<file path="src/rtl/im_loader_pkg.sv">
// im_loader_pkg: shared constants and FSM encoding for the instruction-memory loader
package im_loader_pkg;
    localparam logic [31:0] IM_BASE  = 32'h0000_3000;
    localparam int          IM_WORDS = 4096;
    localparam int          IM_IDX_W = 12;
    localparam int          IM_CNT_W = IM_IDX_W + 1;

    typedef enum logic [1:0] {
        S_IDLE = 2'd0,
        S_LOAD = 2'd1,
        S_DONE = 2'd2
    } state_e;
endpackage

</file>
<file path="src/rtl/im_loader_word_packer.sv">
// word_packer: assembles four big-endian bytes into a registered 32-bit word with a one-cycle full pulse
module word_packer (
    input  logic        clk,
    input  logic        reset,
    input  logic        clr_i,
    input  logic        en_i,
    input  logic [7:0]  byte_i,
    output logic [1:0]  cnt_o,
    output logic [31:0] word_o,
    output logic        full_o
);
    logic [23:0] part_q;
    logic [1:0]  cnt_q;
    logic [31:0] word_q;
    logic        full_q;

    // shift bytes in MSB-first; the fourth byte publishes the word and pulses full
    always_ff @(posedge clk) begin
        if (!reset) begin
            part_q <= '0;
            cnt_q  <= '0;
            word_q <= '0;
            full_q <= 1'b0;
        end else begin
            full_q <= en_i && !clr_i && cnt_q == 2'd3;
            if (clr_i) begin
                cnt_q <= '0;
            end else if (en_i) begin
                part_q <= {part_q[15:0], byte_i};
                cnt_q  <= cnt_q + 2'd1;
                if (cnt_q == 2'd3) word_q <= {part_q, byte_i};
            end
        end
    end

    assign cnt_o  = cnt_q;
    assign word_o = word_q;
    assign full_o = full_q;
endmodule

</file>
<file path="src/rtl/im_loader.sv">
// im_loader: streams bytes into consecutive instruction-memory words while stalling the CPU
module im_loader
    import im_loader_pkg::*;
(
    input  logic                clk,
    input  logic                reset,
    input  logic                start,
    input  logic                abort,
    input  logic [IM_CNT_W-1:0] word_cnt,
    input  logic [7:0]          in_data,
    input  logic                in_valid,
    output logic                in_ready,
    output logic                im_we,
    output logic [31:0]         im_addr,
    output logic [31:0]         im_wdata,
    output logic                cpu_hold,
    output logic                busy,
    output logic                done
);
    state_e              state_q, state_d;
    logic [IM_CNT_W-1:0] total_q, total_d;
    logic [IM_IDX_W-1:0] idx_q, idx_d;
    logic [31:0]         addr_q, addr_d;
    logic                ready_q, hold_q, done_q;
    logic                accept, pk_clr, word_end;
    logic [1:0]          pk_cnt;

    assign accept   = state_q == S_LOAD && in_valid && !abort;
    assign pk_clr   = state_q != S_LOAD || abort;
    assign word_end = accept && pk_cnt == 2'd3;

    word_packer u_packer (
        .clk    (clk),
        .reset  (reset),
        .clr_i  (pk_clr),
        .en_i   (accept),
        .byte_i (in_data),
        .cnt_o  (pk_cnt),
        .word_o (im_wdata),
        .full_o (im_we)
    );

    // next state, latched count, word index and write address
    always_comb begin
        state_d = state_q;
        total_d = total_q;
        idx_d   = idx_q;
        addr_d  = addr_q;
        case (state_q)
            S_IDLE: if (start) begin
                total_d = word_cnt > IM_CNT_W'(IM_WORDS) ? IM_CNT_W'(IM_WORDS) : word_cnt;
                idx_d   = '0;
                state_d = word_cnt == '0 ? S_DONE : S_LOAD;
            end
            S_LOAD: if (abort) begin
                state_d = S_IDLE;
            end else if (word_end) begin
                addr_d = IM_BASE + 32'({idx_q, 2'b00});
                idx_d  = idx_q + IM_IDX_W'(1);
                if (IM_CNT_W'(idx_q) + IM_CNT_W'(1) == total_q) state_d = S_DONE;
            end
            default: state_d = S_IDLE;
        endcase
    end

    // state and registered status outputs derived from the upcoming state
    always_ff @(posedge clk) begin
        if (!reset) begin
            state_q <= S_IDLE;
            total_q <= '0;
            idx_q   <= '0;
            addr_q  <= '0;
            ready_q <= 1'b0;
            hold_q  <= 1'b0;
            done_q  <= 1'b0;
        end else begin
            state_q <= state_d;
            total_q <= total_d;
            idx_q   <= idx_d;
            addr_q  <= addr_d;
            ready_q <= state_d == S_LOAD;
            hold_q  <= state_d != S_IDLE;
            done_q  <= state_d == S_DONE;
        end
    end

    assign in_ready = ready_q;
    assign im_addr  = addr_q;
    assign cpu_hold = hold_q;
    assign busy     = hold_q;
    assign done     = done_q;
endmodule

</file>
<file path="config.mk">
export PLATFORM = sky130hd
export DESIGN_NAME = im_loader
export DESIGN_NICKNAME = d
export VERILOG_FILES = /design/src/rtl/im_loader_pkg.sv /design/src/rtl/im_loader_word_packer.sv /design/src/rtl/im_loader.sv
export SDC_FILE = /design/constraint.sdc
export NUM_CORES = 1
export LEC_CHECK = 0
export BUFFER_PORTS_ARGS = -buffer_cell sky130_fd_sc_hd__clkbuf_2
export CAP_MARGIN = 40
export CORE_MARGIN = 2
export CORE_UTILIZATION = 59
export DETAILED_ROUTE_END_ITERATION = 12
export MAX_ROUTING_LAYER = met4
export PLACE_DENSITY_LB_ADDON = 0.05
export SLEW_MARGIN = 20
export SYNTH_ARGS = -nofsm -noshare
export SYNTH_HDL_FRONTEND = slang
export SYNTH_SLANG_ARGS = --single-unit
</file>
<file path="constraint.sdc">
create_clock -name clk -period 5.88 [get_ports clk]
set_clock_uncertainty 0.05 [all_clocks]
set_input_delay 0.294 -clock clk [delete_from_list [all_inputs] [get_ports clk]]
set_output_delay 0.294 -clock clk [all_outputs]
set_load 0.01 [all_outputs]
</file>
Yosys cells after proc, flatten, opt, wreduce, memory -nomap -nowiden
Cells that the tools add are included.

cells by class
  multiplexer cells = 11
  bitwise gates (word level) = 3
  $add $sub $neg = 4
  magnitude comparators = 1
  equality and inequality tests = 9
  reductions and logical operators = 18

operators with widths
  kind                    count
  $mux 12                 3
  $pmux 12 s2             1
  $add 14x14->15 const A  1
  $add 12x1->13 const B   1
  $eq 13x13->1            1
  $gt 13x13->1 const B    1
  $logic_not 13->1        1
  $mux 13                 1
  $add 12x1->12 const B   1
  $mux 2                  5
  $ne 2x2->1 const B      3
  $reduce_and 3->1        2
  $logic_and 1x1->1       5
  $eq 2x1->1 const B      2
  $eq 2x2->1 const B      2
  $pmux 2 s2              1
  $reduce_and 2->1        2
  $reduce_and 4->1        1
  $reduce_bool 2->1       2
  $not 1->1               3
  $add 2x1->2 const B     1
  $logic_not 1->1         2
  $logic_not 2->1         1
  $ne 2x1->1 const B      1
  other kinds (2)         2

storage, ports and cells
  register bits after elaboration = 121
  logic and storage cells = 57
  input bits = 26

Longest topological paths before layout
Gate-level depths: netlist of run 1.

  word-level depth = 8
  gate-level depth with buffers = 8
  depth with buffers taken out = 7

Hierarchy
From an unflattened synthesis of run 1, not the netlist that was laid out.

second synthesis, totals
  cells, all modules = 549
  area, all modules = 4,593.2 um2

modules (own cells, without submodules)
  module       times used  area an instance (um2)  cells an instance
  im_loader    1           2,386.0                 288
  word_packer  1           2,207.1                 261

Least setup slack after synthesis of run 1
Ideal clock, no wire load.

  kind = register to register
  start = reg idx_q[0]
  end = reg ready_q (netlist: in_ready)
  arrival = 1,719 ps
  period minus slack after synthesis = 1,889 ps
  path buffers = 0
  slack = 3,991 ps
  cell stages (with the launch flop) = 8
  required time = 5,710 ps
  cells stage by stage = dfxtp_1 -> ha_1 -> nand3_2 -> nor3_1 -> mux2i_1 -> nor4_4 -> a41o_1 -> a21oi_1

on the way
  word-level cells in the longest chain between the ends = 7

RTL lines
  what                    RTL line         RTL
  start, declared         im_loader.sv:22  logic [IM_IDX_W-1:0] idx_q, idx_d;
  start signal, assigned  im_loader.sv:79  idx_q <= idx_d;
  $add 12x1->13           im_loader.sv:60  if (IM_CNT_W'(idx_q) + IM_CNT_W'(1) == total_q) state_d = S_DONE;
  $eq 13x13->1            im_loader.sv:60
  $mux 2                  im_loader.sv:60
  $mux 2                  im_loader.sv:57  end else if (word_end) begin
  $mux 2                  im_loader.sv:55  S_LOAD: if (abort) begin
  $pmux 2 s2              im_loader.sv:49  case (state_q)
  $eq 2x1->1              im_loader.sv:81  ready_q <= state_d == S_LOAD;
  end signal, assigned    im_loader.sv:73  ready_q <= 1'b0;
  end signal, assigned    im_loader.sv:81
  end, declared           im_loader.sv:24  logic ready_q, hold_q, done_q;

No other way between the ends.
A chain may end at the register's enable or synchronous reset.

Worst setup path in the final report of run 1
  start = reg state_q[1]
  end = reg ready_q (netlist: in_ready)

on the way
  word-level cells in the longest chain between the ends = 8

RTL lines
  what                            RTL line                          RTL
  start, declared                 im_loader.sv:20                   state_e state_q, state_d;
  start signal, assigned          im_loader.sv:77                   state_q <= state_d;
  $eq 2x1->1                      im_loader.sv:28, im_loader.sv:49
  $logic_and 1x1->1 (2 in a row)  im_loader.sv:28                   assign accept = state_q == S_LOAD && in_valid && !abort;
  $logic_and 1x1->1               im_loader.sv:30                   assign word_end = accept && pk_cnt == 2'd3;
  $mux 2                          im_loader.sv:57
  $mux 2                          im_loader.sv:55
  $pmux 2 s2 (*)                  im_loader.sv:49
  $eq 2x1->1 (*)                  im_loader.sv:81

Mark *: on every way between the ends. The rest lies on a longest branch, timed or not.

==> results of run 1 <==
[final cells by class]
type | instances | share of cell area (%)
Clock buffer | 10 | 2.713
Tap cell | 99 | 2.442
Clock inverter | 6 | 1.480
Inverter | 4 | 0.2960
Timing Repair Buffer | 79 | 8.855
Sequential cell | 102 | 40.26
Multi-Input combinational cell | 394 | 43.96
[cell families (layout without fill, tap and decap cells)]
group / after synthesis / after routing / synth area share (%)
AND/OR/NAND/NOR: 231 / 231 / 24.29
AO/OA/AOI/OAI: 120 / 120 / 18.10
flip-flops: 102 / 102 / 45.10
buffers and inverters: 59 / 99 / 7.184
XOR/XNOR: 16 / 16 / 3.261
adder cells (fa/ha/maj): 4 / 4 / 1.105
multiplexers: 4 / 4 / 0.8843
other: 1 / 19 / 0.08282
[flip-flops by register name, summed over array words and instances (netlist names)]
register,flops
done,1
in_ready,1
u_packer.full_o,1
im_addr,13
total_q,13
busy,1
idx_q,12
u_packer.word_o,32
u_packer.cnt_o,2
u_packer.part_q,24
state_q,2
[layout by cell type (no fill, tap or decap), drive strengths merged, types with 2 or more instances in the layout]
master,n
ha,4
nand2b,6
nor2b,20
a21boi,69
and3,3
a22oi,7
inv,8
a31oi,2
nor4,4
xor2,5
conb,19
nand2,148
or4,2
o211a,2
nor2,13
and2,4
nor3b,7
o21a,3
a21oi,21
dfxtp,102
nor3,8
buf,4
nand3,9
nand4,2
o21ai,13
mux2i,4
xnor2,11
clkbuf,85
[critical path: cells and delay by family, from the launching register on]
family	cells	cell delay, ns
flops	1	0.33
simple gates	4	1.50
compound gates	2	0.30
buf+inv	1	0.24
[metal layers]
layer	wire [µm]	part of all wire [%]	global-route usage, %	vias to the layer above
met4	78	0.83	6.818	0
met1	4774	51	34.57	1722
met5	0	0	-	-
met3	492	5.2	4.564	11
li1	-	-	-	1854
met2	4075	43	34.56	105
[final timing paths]
check                           depth (start not counted)        from  slack [ns]                  to
worst min-delay path                                    3  in_data[2]        0.12  u_packer.word_o[2]
worst min register to register                          2  im_addr[4]        0.41          im_addr[4]
worst max-delay path                                    7  state_q[1]        3.36            in_ready
worst max register to register                          7  state_q[1]        3.36            in_ready
[stage by stage]
step	cell area (µm²)	utilization (%)	hold WS, ns	setup WS (ns)
final	5072	69.19	0.1191	3.361
after global routing	5072	69.19	0.1174	3.116
after CTS	5072	69.19	0.1058	3.359
after detailed placement	4860	66.29	0.4004	3.277
after global placement	4793	65.39	0.3907	2.698
after floorplan	4596	-	0.3788	3.991
[where the power goes]
part	leakage (nW)	internal [mW]	switching, mW
Combinational	1.01	0.0287	0.0423
Sequential	0.824	0.697	0.00481
Clock	0.106	0.216	0.253
==> impl_metrics.yaml, run 1 <==
clock_tree:
  cts_setup_buffers: 0
  cts_tree: "done"
  clk_latency_ns: 0.37
  cts_max_path_buffers: 2
  hold_buffers: 0
  cts_root_buffer: "clkbuf_8"
  cts_buffers: 9
  post_cts_resized: 0
  htreeDepth: 3
  clock_sinks: 102
  cts.clk_slew.worst_paths_ns: 0.10
job:
  drv_cap: 0
global_routing:
  grt_max_degree: 98
  grt_pass1_wl_mm: 16.15
  antenna_found_initial: 0
  grt_overflow: 0
  grt.total_usage_pct: 24.07
  grt_pass1_vias: 3413
worst_setup_path:
  crit_required_ns: 6.08
  crit_chain: "and4bb_1 > and2_2 > buf_16 > nand4_1 > nor4_4 > a41o_1 > a21oi_1"
  end_kind: "flop"
  worst_ep_arrival_time_ns: 2.72
  worstSetupPathType: "reg2reg"
  critPathSlowestCell: "and4bb_1"
  cpPeakStageDelay_ns: 0.56
  worstPathMaxFanout: 33
  startpoint_type: "flop"
min_path:
  hold_class: "in2reg"
floorplanning:
  dieHeight_um: 91.61
  dieArea_mm2: 0.008391
  row_count: 31
  die_w_um: 91.61
  io_pins: 95
  initial_core_util_pct: 61.77
  core_area_mm2: 0.007331
synthesis:
  netlist_top_cells_area: "dfxtp_1 45%, nand2_1 12%, a21boi_0 9.8%, buf_4 4.1%, nor2b_1 2.8%"
  ys.flop_type: "dfxtp_1"
  seq_area_frac_synth_pct: 45.10
  synthTopCellsByCount: "147 x nand2_1, 102 x dfxtp_1, 59 x a21boi_0"
  synth-edff-count: 0
  syn_area_mm2: 0.004528
  async_reset_ff_share_pct: 0
  synth-seq-cells: 102
  yosysMostFrequentCell: "nand2_1"
  synth_top_area_share_pct: 45.10
  yosys_warnings: 0
  synth_cell_types: 46
  syn_inst: 537
  syn_avg_cell_area_um2: 8.432
  yosys.area.top_type: "dfxtp_1"
layout:
  syn_to_final_growth_pct: 12.02
  diodes: 0
  multi_input_area_mm2: 0.002230
  final_cells: 694
  register_area_mm2: 0.002042
  num-fill-cells: 614
  drive_above_1_share_pct: 17.65
  nets: 620
timing:
  finalCritPeriodShare_pct: 42.84
  worst_pin_slew_ns: 0.7931
  rsz0062_at_grt: "false"
  hold_viol: 0
  slew_headroom_pct: 47.00
  drv_slew: 0
  period_needed_ns: 2.519
  fmax_ghz: 0.3969
  setup_viol: 0
  fin_setup_tns_ns: 0
drt:
  route.detailed.drc: 0
  wl_per_cell_um: 13.57
  routed-via-count: 3692
  viasPerCell: 5.320
  drtIter0Drc: 215
  postRouteAntennaNets: 0
  drt_pass1_iterations: 5
  wirelength_mm: 9.420
place:
  dpl.hpwl_mm: 6.575
  io_buffer_count: 75
  gp_congestion: 0.8279
  dp.cells: 678
pwr:
  peakVddDrop_mv: 0.1201
  p_leak_nw: 1.941
  p_per_area_mw_per_mm2: 244.8
  p_total_mw: 1.242
run_status:
  status: "finished clean"
Power figures use the tool's default switching activity.
==> run 2, diff against run 1 <==
CORE_UTILIZATION = 49   (was 59)
clock period = 2.2 ns   (was 5.88 ns; I/O delays follow)
==> run 2 against run 1 <==
Against the previous run: sequential cell count is the same; first-iteration DRC count shrank 59%; utilization shrank 11 points; clock power grew 150%; combinational power grew to 3.2 times the previous value; sequential power grew to 2.7 times the previous value; sequential share of layout area shrank 2.0 points; final area grew 5.2%; via count grew 1.0%; die area grew 19%; cell count grew 6.3%; register-to-register slack lost 3.2 ns; largest power group unchanged.
==> impl_metrics.yaml, run 2 (synthesis results as in run 1) <==
layout:
  register_area_mm2: 0.002042
  diodes: 0
  multi_input_area_mm2: 0.002237
  num-fill-cells: 839
  layout_common_cells: "147 x nand2_1, 102 x dfxtp_1, 75 x clkbuf_2"
  drive_above_1_share_pct: 19.30
  nets: 652
  syn_to_final_growth_pct: 17.85
  largest_reg_flops: 32
  final_common_cell: "nand2_1"
floorplanning:
  row_count: 35
  core_area_mm2: 0.009109
  initial_core_util_pct: 49.71
  die_w_um: 100.1
  dieArea_mm2: 0.01003
  dieHeight_um: 100.1
  io_pins: 95
timing:
  finalHoldWorstSlack_ns: 0.009714
  fin_setup_tns_ns: 0
  finalCritPeriodShare_pct: 92.55
  period_needed_ns: 2.036
  setup_viol: 0
  fmax_ghz: 0.4911
  hold_viol: 0
  worst_pin_slew_ns: 0.7896
  slew_headroom_pct: 47.36
  drv_slew: 0
  rsz0062_at_grt: "false"
worst_setup_path:
  cpPeakStageDelay_ns: 0.52
  worstPathMaxFanout: 8
  cp-startpoint: "idx_q[5]"
  end_kind: "flop"
  worstSetupPathType: "reg2reg"
  path_buf_inv: 0
  r2r-start: "idx_q[5]"
  critPathSlowestCell: "dfxtp_1"
  r2r_cells: 6
  r2r_end: "in_ready"
  startpoint_type: "flop"
  crit_required_ns: 2.45
  crit_chain: "nand3_4 > nor3_4 > or3b_4 > xnor2_2 > a41o_1 > a21oi_1"
  worstSetupPathDepth: 6
  worst_ep_arrival_time_ns: 2.29
  rrSetupSlack_ns: 0.16
  critPathTopFamily: "simple AND/OR/NAND/NOR gates"
global_routing:
  grt_pass1_wl_mm: 17.35
  antenna_found_initial: 0
  grt.total_usage_pct: 22.64
  grt_overflow: 0
  grt_max_degree: 49
  grt_pass1_vias: 3600
min_path:
  hold_class: "in2reg"
  hold_depth: 4
  hp-start: "abort"
  hold_end: "u_packer.cnt_o[0]"
drt:
  drtIter0Drc: 89
  wirelength_mm: 10.58
  met3_length_um: 340
  drt-met1-wl_mm: 4.661
  viasPerCell: 5.053
  highest_layer: "met4"
  postRouteAntennaNets: 0
  wl_met2_mm: 5.463
  wl_per_cell_um: 14.34
  drt_pass1_iterations: 4
  route.detailed.drc: 0
  routed-via-count: 3729
clock_tree:
  cts_buffers: 9
  cts_root_buffer: "clkbuf_8"
  cts_max_path_buffers: 2
  clk_latency_ns: 0.37
  htreeDepth: 3
  clock_sinks: 102
  cts.clk_slew.worst_paths_ns: 0.11
  cts_tree: "done"
place:
  gp_congestion: 0.9250
  dpl.hpwl_mm: 7.376
  io_buffer_count: 75
pwr:
  p_per_area_mw_per_mm2: 610.9
  p_leak_nw: 2.068
  peakVddDrop_mv: 0.4859
run_status:
  status: "finished clean"
job:
  drv_cap: 0
## run 2: cell count changes in the layout (fill, tap and decap cells not counted), moves of 2 or more
cell / delta
buf_12: +2
buf_16: -2
buf_4: +16
dlygate4sd3_1: +17
## run 2: worst max path at each step
stage	endpoint
finish	in_ready
global route	done
CTS	state_q[0]
detailed placement	in_ready
global placement	state_q[0]
floorplan	in_ready
## run 2: layer usage
layer | GRT usage [%] | vias up
met4 | 6.639 | 0
met2 | 38.00 | 60
met1 | 27.19 | 1753
met3 | 5.292 | 8
li1 | - | 1908
met5 | - | -
## run 2: power breakdown
| part | internal [mW] | switching (mW) |
|---|---|---|
| Sequential | 1.86 | 0.0152 |
| Clock | 0.445 | 0.714 |
| Combinational | 0.102 | 0.121 |
| Total | 2.41 | 0.850 |
## run 2: timing repair
action	in CTS	in global routing
gates resized for setup	0	2
hold endpoints to repair	25	0
buffers inserted	0	0
setup endpoints to repair	0	4
hold buffers	17	0
## run 2: through the flow
| step | cell area, µm² | setup WS, ns | power (mW) | std cells | utilization [%] |
|---|---|---|---|---|---|
| final | 5336 | 0.1639 | 3.260 | 738 | 58.59 |
| after global routing | 5336 | 0.01204 | 3.395 | 738 | 58.59 |
| after CTS | 5329 | 0.1631 | 3.292 | 738 | 58.50 |
| after detailed placement | 4969 | 0.1778 | 2.121 | 705 | 54.55 |
| after global placement | 4969 | 0.2549 | 2.121 | 705 | 54.55 |
| after floorplan | 4596 | 0.3106 | 2.073 | 555 | - |
## run 2: area by class of cell
| class | count | area share, % |
|---|---|---|
| inverter | 4 | 0.2814 |
| sequential | 102 | 38.26 |
| timing repair buffer | 111 | 13.36 |
| clock buffer | 10 | 2.392 |
| tap | 111 | 2.603 |
| clock inverter | 6 | 1.172 |
| multi-input combinational | 394 | 41.92 |
## run 2: tightest hold or removal path: stages
cell and delay, ns:
clkbuf_2 0.09, nor2_1 0.06, nand2_1 0.08, nor2_1 0.05
==> run 3, diff against run 2 <==
MAX_ROUTING_LAYER = default   (was met4)
==> run 3 against run 2 <==
Against the previous run: critical path depth is the same; largest power group unchanged; utilization decreased by 0.21 points; combinational power about the same; final area is 0.35% lower; highest routed layer unchanged; sequential share of layout area is 0.14 points higher; power increased by 2.3%; global-route usage down 1.0 points; count of clock-buffer cells in the layout unchanged; hold slack better by 0.028 ns.
==> impl_metrics.yaml, run 3 (synthesis results as in run 1) <==
place:
  dpl.hpwl_mm: 7.305
  gp_congestion: 0.8624
  io_buffer_count: 75
timing:
  fin_setup_tns_ns: 0
  hold_viol: 0
  worst_pin_slew_ns: 0.6314
  setup_viol: 0
  fmax_ghz: 0.4933
  slew_headroom_pct: 57.91
  finalCritPeriodShare_pct: 92.14
  period_needed_ns: 2.027
  drv_slew: 0
  finalHoldWorstSlack_ns: 0.03784
  rsz0062_at_grt: "false"
drt:
  postRouteAntennaNets: 0
  wirelength_mm: 10.56
  route.detailed.drc: 0
  drt_pass1_iterations: 4
  viasPerCell: 5.099
  routed-via-count: 3753
  wl_per_cell_um: 14.34
  drtIter0Drc: 102
global_routing:
  antenna_found_initial: 0
  grt_pass1_vias: 3581
  grt_pass1_wl_mm: 17.23
  grt.total_usage_pct: 21.62
  grt_overflow: 0
  grt_max_degree: 47
pwr:
  p_leak_nw: 2.063
  p_int_mw: 2.513
  peakVddDrop_mv: 0.3815
  p_sw_mw: 0.8228
  p_per_area_mw_per_mm2: 627.4
  seq_power_share_pct: 56.3
  comb_power_share_pct: 6.7
  sw_frac_of_total_pct: 24.66
  pwr-share-clk_pct: 37.0
worst_setup_path:
  cp-startpoint: "idx_q[5]"
  rrSetupSlack_ns: 0.17
  r2r_end: "state_q[0]"
  r2r-start: "idx_q[5]"
  end_kind: "flop"
  crit_required_ns: 2.45
  worst_ep_arrival_time_ns: 2.27
  critPathSlowestCell: "dfxtp_1"
  r2r_cells: 6
  startpoint_type: "flop"
  crit_chain: "nand3_4 > nor3_4 > or3b_4 > xnor2_2 > a41o_1 > a21oi_1"
  worstSetupPathType: "reg2reg"
  worstPathMaxFanout: 8
  cpPeakStageDelay_ns: 0.53
clock_tree:
  cts_max_path_buffers: 2
  cts.clk_slew.worst_paths_ns: 0.10
  clock_sinks: 102
  clk_latency_ns: 0.37
  cts_root_buffer: "clkbuf_8"
  cts_buffers: 9
  cts_tree: "done"
  htreeDepth: 3
run_status:
  status: "finished clean"
job:
  drv_cap: 0
floorplanning:
  row_count: 35
  initial_core_util_pct: 49.71
  dieArea_mm2: 0.01003
  core_area_mm2: 0.009109
  die_w_um: 100.1
  io_pins: 95
  dieHeight_um: 100.1
min_path:
  hold_depth: 3
  hp-start: "in_valid"
  hold_class: "in2reg"
  hold_end: "u_packer.cnt_o[1]"
layout:
  num-fill-cells: 874
  layout_common_cells: "147 x nand2_1, 102 x dfxtp_1, 75 x clkbuf_2"
  drive_above_1_share_pct: 19.04
  diodes: 0
  nets: 650
  final_common_cell: "nand2_1"
  syn_to_final_growth_pct: 17.44
  largest_reg_flops: 32
[run 3: changes by cell type in the layout (fill, tap and decap cells not counted), sizes merged]
cell / before / now
buf: 19 / 18
bufinv: 0 / 1
dlygate4sd3: 17 / 16
inv: 8 / 7
[run 3: power groups by stage]
stage	sequential, mW	clock, mW	combinational, mW
4_1_cts	1.88	1.27	0.225
3_5_place_dp	1.92	0	0.201
6_report	1.88	1.23	0.224
3_3_place_gp	1.92	0	0.202
2_1_floorplan	1.92	0	0.157
5_1_grt	1.88	1.34	0.249
[run 3: per-stage QoR]
stage / worst slack, ns / utilization [%] / area (µm²) / total power [mW] / instances
after global routing: 0.02839 / 58.38 / 5318 / 3.474 / 736
final: 0.1730 / 58.38 / 5318 / 3.336 / 736
after global placement: 0.2434 / 54.33 / 4949 / 2.123 / 704
after detailed placement: 0.1793 / 54.33 / 4949 / 2.122 / 704
after CTS: 0.1532 / 58.32 / 5313 / 3.374 / 736
after floorplan: 0.3106 / - / 4596 / 2.073 / 555
[run 3: how the worst max path moves through the flow]
stage                             to  slack, ns
final                     state_q[0]       0.17
after global routing            done       0.03
after CTS                 state_q[1]       0.15
after detailed placement  state_q[1]       0.18
after global placement      in_ready       0.24
after floorplan             in_ready       0.31
[run 3: final cells by class]
| type | instances | area (µm²) | share of cell area (%) |
|---|---|---|---|
| Clock buffer | 10 | 127.6 | 2.400 |
| Clock inverter | 6 | 76.32 | 1.435 |
| Inverter | 4 | 15.01 | 0.2824 |
| Multi-Input combinational cell | 394 | 2235 | 42.02 |
| Sequential cell | 102 | 2042 | 38.40 |
| Tap cell | 111 | 138.9 | 2.612 |
| Timing Repair Buffer | 109 | 683.2 | 12.85 |
[run 3: what timing repair did]
item	4_1_cts	5_1_grt
buffers inserted	0	0
gates resized for setup	0	1
endpoints found under the hold margin	25	0
setup endpoints to repair	0	3
hold buffers	16	0
[run 3: worst max-delay path: cells and delay by family, from the launching register on]
kind | cells | cell delay, ns
AO/OA/AOI/OAI | 2 | 0.36
flip-flops | 1 | 0.53
AND/OR/NAND/NOR | 3 | 0.87
XOR/XNOR | 1 | 0.16
[run 3: metal layers]
| layer | wire length [µm] | track usage (%) | part of all wire (%) | vias to the layer above |
|---|---|---|---|---|
| met5 | 0 | 0 | 0 | - |
| met4 | 180 | 7.798 | 1.7 | 0 |
| met3 | 339 | 4.387 | 3.2 | 16 |
| met2 | 5353 | 37.95 | 51 | 67 |
| met1 | 4682 | 26.19 | 44 | 1762 |
| li1 | - | - | - | 1908 |
